$ cat src/rtl/full_adder.sv
`default_nettype none
// ============================================================================
//  Module   : full_adder
//  Brief    : Registered WIDTH-bit ripple-carry adder/subtractor with status
//             flags (carry, signed overflow, zero, negative) and a valid
//             strobe. One-cycle latency, one operation per cycle.
//  Revision : 1.0  initial release
// ============================================================================
module full_adder #(
   parameter int WIDTH = 8
) (
   input  logic             Clk,
   input  logic             Rst,
   input  logic [WIDTH-1:0] InA,
   input  logic [WIDTH-1:0] InB,
   input  logic             Cin,
   input  logic             Sub,
   input  logic             InValid,
   output logic [WIDTH-1:0] S,
   output logic             Cout,
   output logic             Ovf,
   output logic             Zero,
   output logic             Neg,
   output logic             OutValid
);

   // Subtraction is A + ~B + 1, so B is inverted per bit and the chain is
   // seeded with 1; the external carry-in only matters for addition.
   logic [WIDTH-1:0] w_bEff;
   logic [WIDTH:0]   w_carry;
   logic [WIDTH-1:0] w_sum;
   logic             w_ovf;
   logic             w_zero;

   assign w_carry[0] = Sub ? 1'b1 : Cin;

   // Ripple chain of one-bit full-adder cells.
   generate
      for (genvar i = 0; i < WIDTH; i++) begin : g_cell
         assign w_bEff[i]      = InB[i] ^ Sub;
         assign w_sum[i]       = InA[i] ^ w_bEff[i] ^ w_carry[i];
         assign w_carry[i + 1] = (InA[i] & w_bEff[i])
                               | (InA[i] & w_carry[i])
                               | (w_bEff[i] & w_carry[i]);
      end
   endgenerate

   // Signed overflow: carry into the MSB disagrees with carry out of it.
   assign w_ovf  = w_carry[WIDTH] ^ w_carry[WIDTH-1];
   // Flags look only at the truncated result, never at the carry-out.
   assign w_zero = (w_sum == '0);

   logic [WIDTH-1:0] r_sum;
   logic             r_cout;
   logic             r_ovf;
   logic             r_zero;
   logic             r_neg;
   logic             r_outValid;

   // Result register: reset wins, new result on valid, otherwise hold data.
   always_ff @(posedge Clk) begin
      if (Rst) begin
         r_sum      <= '0;
         r_cout     <= 1'b0;
         r_ovf      <= 1'b0;
         r_zero     <= 1'b1;
         r_neg      <= 1'b0;
         r_outValid <= 1'b0;
      end else if (InValid) begin
         r_sum      <= w_sum;
         r_cout     <= w_carry[WIDTH];
         r_ovf      <= w_ovf;
         r_zero     <= w_zero;
         r_neg      <= w_sum[WIDTH-1];
         r_outValid <= 1'b1;
      end else begin
         r_outValid <= 1'b0;
      end
   end

   assign S        = r_sum;
   assign Cout     = r_cout;
   assign Ovf      = r_ovf;
   assign Zero     = r_zero;
   assign Neg      = r_neg;
   assign OutValid = r_outValid;

endmodule
`default_nettype wire

$ cat config.mk
export PLATFORM = sky130hd
export DESIGN_NAME = full_adder
export DESIGN_NICKNAME = d
export VERILOG_FILES = /design/src/rtl/full_adder.sv
export SDC_FILE = /design/constraint.sdc
export NUM_CORES = 1
export LEC_CHECK = 0
export CAP_MARGIN = 5
export CORE_MARGIN = 8
export CORE_UTILIZATION = 35
export DETAILED_ROUTE_END_ITERATION = 10
export PLACE_DENSITY = 0.73
export SYNTH_ARGS = -nofsm -noshare
export SYNTH_HDL_FRONTEND = slang
export SYNTH_SLANG_ARGS = --single-unit
$ cat constraint.sdc
create_clock -name Clk -period 4.86 [get_ports Clk]
set_clock_uncertainty 0.2 [all_clocks]
set_input_delay 0.972 -clock Clk [delete_from_list [all_inputs] [get_ports Clk]]
set_output_delay 0.972 -clock Clk [all_outputs]
set_load 0.02 [all_outputs]
==> summary.txt, run 1 <==
RUN STATUS
-------------------------------------------------------------------------------------
Run status ............................................................. complete, no violations

PWR
-------------------------------------------------------------------------------------
Switching fraction of total power ......................................        0.316
Clock share of power ...................................................        0.187
Maximum ir drop on the vdd rail ........................................       115 uV
Power Internal .........................................................     0.212 mW
Power Density ..........................................................   272 nW/um2
Power share of the sequential group ....................................        0.373
Combinational Power Share ..............................................        0.440
Switching power ........................................................    0.0977 mW
Static leakage .........................................................     0.458 nW

WORST HOLD PATH
-------------------------------------------------------------------------------------
Worst Hold Path Cells ..................................................            2
Endpoint with the worst hold slack .....................................         S[4]
HP Start ...............................................................         S[4]
Worst hold path type ................................................... register to register

DETAILED ROUTING
-------------------------------------------------------------------------------------
Detailed-route via count ...............................................          582
Count of nets left with antenna violations after detail routing ........            0
Vias per cell ..........................................................         4.38
TritonRoute pass-1 iters ...............................................            2
DRC violation total after the first TritonRoute iteration ..............            4
Post-route DRC .........................................................            0
Wirelength per Cell ....................................................      12.0 um
Post-detailed-routing wire length ......................................      1.60 mm

PLACED DESIGN
-------------------------------------------------------------------------------------
Half-perimeter wire length after detailed placement ....................      1.39 mm
Worst setup timing slack at the placement stage ........................    -0.659 ns
Total cell area at the placement stage .................................     1070 um2
Final weighted congestion in routability-driven placement ..............        0.748
Number of buffers added on ports .......................................           33

CELLS AND AREA
-------------------------------------------------------------------------------------
Total area of multi-input combinational cells ..........................      445 um2
Most frequent standard cell in the layout excluding fill and tap cells . sky130_fd_sc_hd__clkdlybuf4s50_1
Final cell utilization of the core .....................................        0.592
Share of cells above drive strength 1 ..................................        0.217
Final std cell area, no fill ...........................................     1140 um2
FF/Latch Area ..........................................................      240 um2
Commonest non-fill, non-tap cells in the layout ........................ 28 x sky130_fd_sc_hd__clkdlybuf4s50_1, 12 x sky130_fd_sc_hd__dfxtp_1, 10 x sky130_fd_sc_hd__nor2_1
FILL cells .............................................................          179
P&R area growth vs syn .................................................        61.9%
Net count reported at finish ...........................................          137
Diodes inserted ........................................................            0

CRITICAL PATH
-------------------------------------------------------------------------------------
Startpoint of the lowest-slack register-to-register path ...............         S[3]
Worst setup SP type .................................................... primary input
End of the worst register-to-register path .............................         S[3]
Endpoint arrival time on the critical path .............................      4.73 ns
Register-to-register setup slack .......................................      4.02 ns
R2R depth ..............................................................            2
Maximum fanout along the worst path ....................................            2
Endpoint class of the critical path ....................................     register
Crit Path Class ........................................................ primary input to register
Worst Path Required ....................................................      4.86 ns

TIMING
-------------------------------------------------------------------------------------
RSZ-0062 raised after global routing ...................................        false
Final Cycle Share ......................................................        0.974
Min Clock Period, post-route ...........................................      4.73 ns
Maximum clock rate .....................................................    0.211 GHz
Setup violators final ..................................................            0
Total negative slack ...................................................         0 ns
Final count of hold timing violations ..................................            0
Slew at the pin with the worst max-slew slack ..........................     0.653 ns
Smallest setup slack after layout ......................................     0.127 ns
Relative slew slack ....................................................        0.563
Number of max-slew violations in the final report ......................            0

SYNTH
-------------------------------------------------------------------------------------
Per-instance average area after synthesis ..............................     9.90 um2
Warnings, synthesis ....................................................            0
Number of synthesized register bits ....................................           12
Async S/R FF share, synth ..............................................            0
Leading register cell type out of synthesis ............................ sky130_fd_sc_hd__dfxtp_1
Number of flops mapped to enable cells by yosys ........................            0
Cell area after technology mapping .....................................      703 um2
Number of cells produced by synthesis ..................................           71
Syn nets ...............................................................          100
Part of the Yosys area used for sequential elements ....................        0.342
Count of unique library cells instantiated by Yosys ....................           17

GLOBAL ROUTE
-------------------------------------------------------------------------------------
Antenna violations before repair .......................................            0
Remaining global-route overflow ........................................            0
Overall fraction of global-route tracks in use .........................       0.0982
Number of global-route vias before repair ..............................          638
Global-route wire length before repair .................................      2.70 mm
Largest net degree at the start of global routing ......................           19

CTS
-------------------------------------------------------------------------------------
Clock latency reported for the late side of the worst-skew pair ........      0.26 ns
CTS clock-pin slew for the worst setup and hold paths ..................      0.06 ns
Clock buffers created by TritonCTS .....................................            3
Number of buffers on the longest clock path ............................            2
Clock tree from TritonCTS ..............................................         done
CTS root buffer ........................................................ sky130_fd_sc_hd__clkbuf_4
Clock sink total .......................................................           12
Cts hold-fix bufs ......................................................            0
Depth of the CTS H-tree ................................................            1

FLOORPLANNING
-------------------------------------------------------------------------------------
Height of the die ......................................................      60.8 um
Area of the placeable core .............................................     1920 um2
Die width ..............................................................      60.8 um
Initial core utilization ...............................................        0.366
FP Rows ................................................................           16
Die area ...............................................................     3700 um2
Top-level port count ...................................................           34

JOB
-------------------------------------------------------------------------------------
Number of maximum-capacitance violations ...............................            0

[synthesized netlist by cell type (2+ instances only)]
| cell | number | area (um2) |
|---|---|---|
| sky130_fd_sc_hd__a211oi_1 | 6 | 45.0 |
| sky130_fd_sc_hd__buf_2 | 3 | 15.0 |
| sky130_fd_sc_hd__dfxtp_1 | 12 | 240 |
| sky130_fd_sc_hd__fa_1 | 8 | 160 |
| sky130_fd_sc_hd__inv_1 | 10 | 37.5 |
| sky130_fd_sc_hd__mux2i_1 | 4 | 40.0 |
| sky130_fd_sc_hd__nor2_1 | 11 | 41.3 |
| sky130_fd_sc_hd__xnor2_1 | 7 | 61.3 |
| sky130_fd_sc_hd__xor2_1 | 2 | 17.5 |
[power groups by stage]
stage | combinational [mW] | clock, mW | sequential, mW
floorplan | 0.0584 | 0 | 0.131
global placement | 0.126 | 0 | 0.117
detailed placement | 0.131 | 0 | 0.118
CTS | 0.140 | 0.0607 | 0.115
global route | 0.150 | 0.0660 | 0.117
finish | 0.136 | 0.0580 | 0.115
[worst max-delay path, cell delays in order]
cell                      delay, ns
sky130_fd_sc_hd__buf_8         0.10
sky130_fd_sc_hd__xnor2_4       0.13
sky130_fd_sc_hd__fa_2          0.35
sky130_fd_sc_hd__inv_2         0.07
sky130_fd_sc_hd__fa_2          0.19
sky130_fd_sc_hd__inv_2         0.04
sky130_fd_sc_hd__fa_2          0.39
sky130_fd_sc_hd__fa_2          0.40
sky130_fd_sc_hd__fa_2          0.35
sky130_fd_sc_hd__fa_2          0.35
sky130_fd_sc_hd__fa_2          0.36
sky130_fd_sc_hd__inv_2         0.07
sky130_fd_sc_hd__fa_1          0.41
sky130_fd_sc_hd__or4_1         0.42
sky130_fd_sc_hd__o21ai_1       0.12
[registers in the layout, indices dropped and copies added, names as in the netlist]
register	count
Zero	1
Cout	1
Ovf	1
OutValid	1
S	8
[how the worst max path moves through the flow]
| stage | start | to | slack (ns) | depth (start not counted) |
|---|---|---|---|---|
| global route | InB[0] | Zero | 0.02 | 15 |
| CTS | InB[0] | Zero | -0.07 | 15 |
| global placement | Sub | Zero | -0.57 | 15 |
| finish | InB[0] | Zero | 0.13 | 15 |
| detailed placement | Sub | Zero | -0.66 | 15 |
| floorplan | Sub | Zero | -0.16 | 15 |
[cells by family after synthesis]
group / after synthesis / share of synthesized area
AND/OR/NAND/NOR: 15 / 0.0925
flip-flops: 12 / 0.342
adder cells (fa/ha/maj): 8 / 0.228
buffers and inverters: 15 / 0.0907
AO/OA/AOI/OAI: 8 / 0.0783
multiplexers: 4 / 0.0569
XOR/XNOR: 9 / 0.112
[layer usage]
metal	GRT usage	wire, um	up-vias	share of wire
met5	0	0	-	0
met4	0.0797	22	0	0.014
met3	0.0254	123	2	0.077
met2	0.163	802	19	0.50
met1	0.102	650	267	0.41
li1	-	-	294	-
[through the flow]
| step | std cells | hold WS [ns] | total power, mW |
|---|---|---|---|
| 3_3_place_gp | 129 | 0.258 | 0.243 |
| 6_report | 133 | 0.279 | 0.310 |
| 2_1_floorplan | 71 | 0.349 | 0.189 |
| 3_5_place_dp | 129 | 0.272 | 0.249 |
| 5_1_grt | 133 | 0.320 | 0.332 |
| 4_1_cts | 133 | 0.281 | 0.316 |
[layout make-up]
type	count	share of cell area
multi-input cells	44	0.391
repair buffers	37	0.315
flip-flops and latches	12	0.211
inverters	10	0.0330
well taps	27	0.0297
clock buffers	3	0.0198
[timing repair]
item	in CTS	in global routing
resized for setup	27	0
buffers inserted	1	0
pin swaps	12	4
setup endpoints to repair	1	1
Power figures use the tool's default switching activity.
==> run 2, diff against run 1 <==
Settings changed: CTS_CLUSTER_DIAMETER from default to 200, MAX_ROUTING_LAYER from default to met4.
==> summary.txt, run 2 (same netlist as run 1, synthesis figures left out) <==
RUN STATUS
-------------------------------------------------------------------------------------
Run status ............................................................. complete, no violations

WORST HOLD PATH
-------------------------------------------------------------------------------------
Worst Hold Path Cells ..................................................            2   unchanged
HP Start ...............................................................         S[4]
Worst hold path type ................................................... register to register

GLOBAL ROUTE
-------------------------------------------------------------------------------------
Antenna violations before repair .......................................            0   unchanged
Overall fraction of global-route tracks in use .........................        0.101   +0.00278
Number of global-route vias before repair ..............................          638   unchanged
Global-route wire length before repair .................................      2.70 mm   unchanged
Largest net degree at the start of global routing ......................           19   unchanged
Remaining global-route overflow ........................................            0   unchanged

DETAILED ROUTING
-------------------------------------------------------------------------------------
Wirelength per Cell ....................................................      12.0 um   -0.13%
Detailed-route via count ...............................................          582   unchanged
Vias per cell ..........................................................         4.38   unchanged
Count of nets left with antenna violations after detail routing ........            0   unchanged
TritonRoute pass-1 iters ...............................................            2   unchanged
DRC violation total after the first TritonRoute iteration ..............            4   unchanged
Post-detailed-routing wire length ......................................      1.60 mm   -0.13%
Post-route DRC .........................................................            0   unchanged

CTS
-------------------------------------------------------------------------------------
Clock sink total .......................................................           12   unchanged
Cts hold-fix bufs ......................................................            0   unchanged
CTS root buffer ........................................................ sky130_fd_sc_hd__clkbuf_4
CTS clock-pin slew for the worst setup and hold paths ..................      0.06 ns   about the same
Depth of the CTS H-tree ................................................            1   unchanged
Number of buffers on the longest clock path ............................            2   unchanged
Clock latency reported for the late side of the worst-skew pair ........      0.26 ns   about the same
Clock tree from TritonCTS ..............................................         done
Clock buffers created by TritonCTS .....................................            3   unchanged

FLOORPLANNING
-------------------------------------------------------------------------------------
Initial core utilization ...............................................        0.366   unchanged
Height of the die ......................................................      60.8 um   unchanged
FP Rows ................................................................           16   unchanged
Die area ...............................................................     3700 um2   unchanged
Die width ..............................................................      60.8 um   unchanged
Top-level port count ...................................................           34   unchanged
Area of the placeable core .............................................     1920 um2   unchanged

PLACED DESIGN
-------------------------------------------------------------------------------------
Number of buffers added on ports .......................................           33   unchanged
Final weighted congestion in routability-driven placement ..............        0.758   +1.3%
Worst setup timing slack at the placement stage ........................    -0.659 ns   unchanged
Cell count after placement .............................................          129   unchanged
Half-perimeter wire length after detailed placement ....................      1.39 mm   unchanged

TIMING
-------------------------------------------------------------------------------------
Final count of hold timing violations ..................................            0   unchanged
Setup violators final ..................................................            0   unchanged
Slew at the pin with the worst max-slew slack ..........................     0.653 ns   -0.000190 ns
Final Hold Slack .......................................................     0.279 ns   -0.00000500 ns
Min Clock Period, post-route ...........................................      4.73 ns   +0.00130 ns
Number of max-slew violations in the final report ......................            0   unchanged
Maximum clock rate .....................................................    0.211 GHz   about the same
Smallest setup slack after layout ......................................     0.126 ns   -0.00130 ns
Total negative slack ...................................................         0 ns   unchanged
Final Cycle Share ......................................................        0.974   about the same
RSZ-0062 raised after global routing ...................................        false
Relative slew slack ....................................................        0.563   about the same

PWR
-------------------------------------------------------------------------------------
Static leakage .........................................................     0.458 nW   unchanged
Combinational Power Share ..............................................        0.440   about the same
Power Internal .........................................................     0.212 mW   about the same
Power Density ..........................................................   272 nW/um2   about the same
Clock share of power ...................................................        0.187   about the same
Final Total Pwr ........................................................     0.310 mW   about the same
Switching fraction of total power ......................................        0.316   about the same
Power share of the sequential group ....................................        0.373   about the same
Switching power ........................................................    0.0978 mW   about the same
Maximum ir drop on the vdd rail ........................................       115 uV   about the same

CRITICAL PATH
-------------------------------------------------------------------------------------
Startpoint of the lowest-slack register-to-register path ...............         S[3]
Worst Path Required ....................................................      4.86 ns   about the same
R2R depth ..............................................................            2   unchanged
Register-to-register setup slack .......................................      4.02 ns   about the same
Start point of the critical path .......................................       InB[0]
Endpoint class of the critical path ....................................     register
Worst setup SP type .................................................... primary input
Endpoint arrival time on the critical path .............................      4.73 ns   about the same
Crit Path Class ........................................................ primary input to register
Maximum fanout along the worst path ....................................            2   unchanged

CELLS AND AREA
-------------------------------------------------------------------------------------
FF/Latch Area ..........................................................      240 um2   unchanged
Largest register FFs ...................................................            8   unchanged
Net count reported at finish ...........................................          137   unchanged
Most frequent standard cell in the layout excluding fill and tap cells . sky130_fd_sc_hd__clkdlybuf4s50_1
P&R area growth vs syn .................................................        61.9%   unchanged
Commonest non-fill, non-tap cells in the layout ........................ 28 x sky130_fd_sc_hd__clkdlybuf4s50_1, 12 x sky130_fd_sc_hd__dfxtp_1, 10 x sky130_fd_sc_hd__nor2_1
Total area of multi-input combinational cells ..........................      445 um2   unchanged
Count of placed standard cells in the final layout, fillers left out ...          133   unchanged
Diodes inserted ........................................................            0   unchanged
Share of cells above drive strength 1 ..................................        0.217   unchanged
FILL cells .............................................................          179   unchanged

JOB
-------------------------------------------------------------------------------------
Number of maximum-capacitance violations ...............................            0   unchanged

==> run 2: area by class of cell <==
type / count / area share
Tap cell: 27 / 0.0297
Timing Repair Buffer: 37 / 0.315
Inverter: 10 / 0.0330
Sequential cell: 12 / 0.211
Multi-Input combinational cell: 44 / 0.391
Clock buffer: 3 / 0.0198
==> run 2: timing repair <==
action,CTS,global route
buffers inserted,1,0
hold endpoints to repair,0,0
resized for setup,27,0
pin swaps,12,4
endpoints found under the setup margin,1,1
==> run 2: metrics by stage <==
stage                util  area (um2)
floorplan               -         716
global placement    0.559        1070
detailed placement  0.559        1070
CTS                 0.592        1140
global route        0.592        1140
finish              0.592        1140
==> run 2: routing by layer <==
| layer | share of wire | GRT usage | wire (um) |
|---|---|---|---|
| met5 | 0 | - | 0 |
| met4 | 0.014 | 0.0797 | 22 |
| met3 | 0.062 | 0.0212 | 99 |
| met2 | 0.50 | 0.163 | 797 |
| met1 | 0.42 | 0.105 | 678 |
==> run 2: critical path, cell delays in order <==
cell	delay, ns
sky130_fd_sc_hd__buf_8	0.10
sky130_fd_sc_hd__xnor2_4	0.13
sky130_fd_sc_hd__fa_2	0.35
sky130_fd_sc_hd__inv_2	0.07
sky130_fd_sc_hd__fa_2	0.19
sky130_fd_sc_hd__inv_2	0.04
sky130_fd_sc_hd__fa_2	0.39
sky130_fd_sc_hd__fa_2	0.40
sky130_fd_sc_hd__fa_2	0.35
sky130_fd_sc_hd__fa_2	0.35
sky130_fd_sc_hd__fa_2	0.36
sky130_fd_sc_hd__inv_2	0.07
sky130_fd_sc_hd__fa_1	0.41
sky130_fd_sc_hd__or4_1	0.42
sky130_fd_sc_hd__o21ai_1	0.12
==> run 2: power by group through the flow <==
stage	Sequential [mW]	Combinational, mW	Clock [mW]
floorplan	0.131	0.0584	0
global placement	0.117	0.126	0
detailed placement	0.118	0.131	0
CTS	0.115	0.140	0.0607
global route	0.117	0.150	0.0660
finish	0.115	0.136	0.0579
==> run 2: path summary, 6_finish.rpt <==
path / endpoint
max: Zero
min: S[4]
max reg2reg: S[3]
min reg2reg: S[4]
==> run 3, diff against run 2 <==
Settings changed: CTS_CLUSTER_SIZE from default to 14.
==> results of run 3 <==
No change in the layout: final DEF, timing and power equal those of run 2.
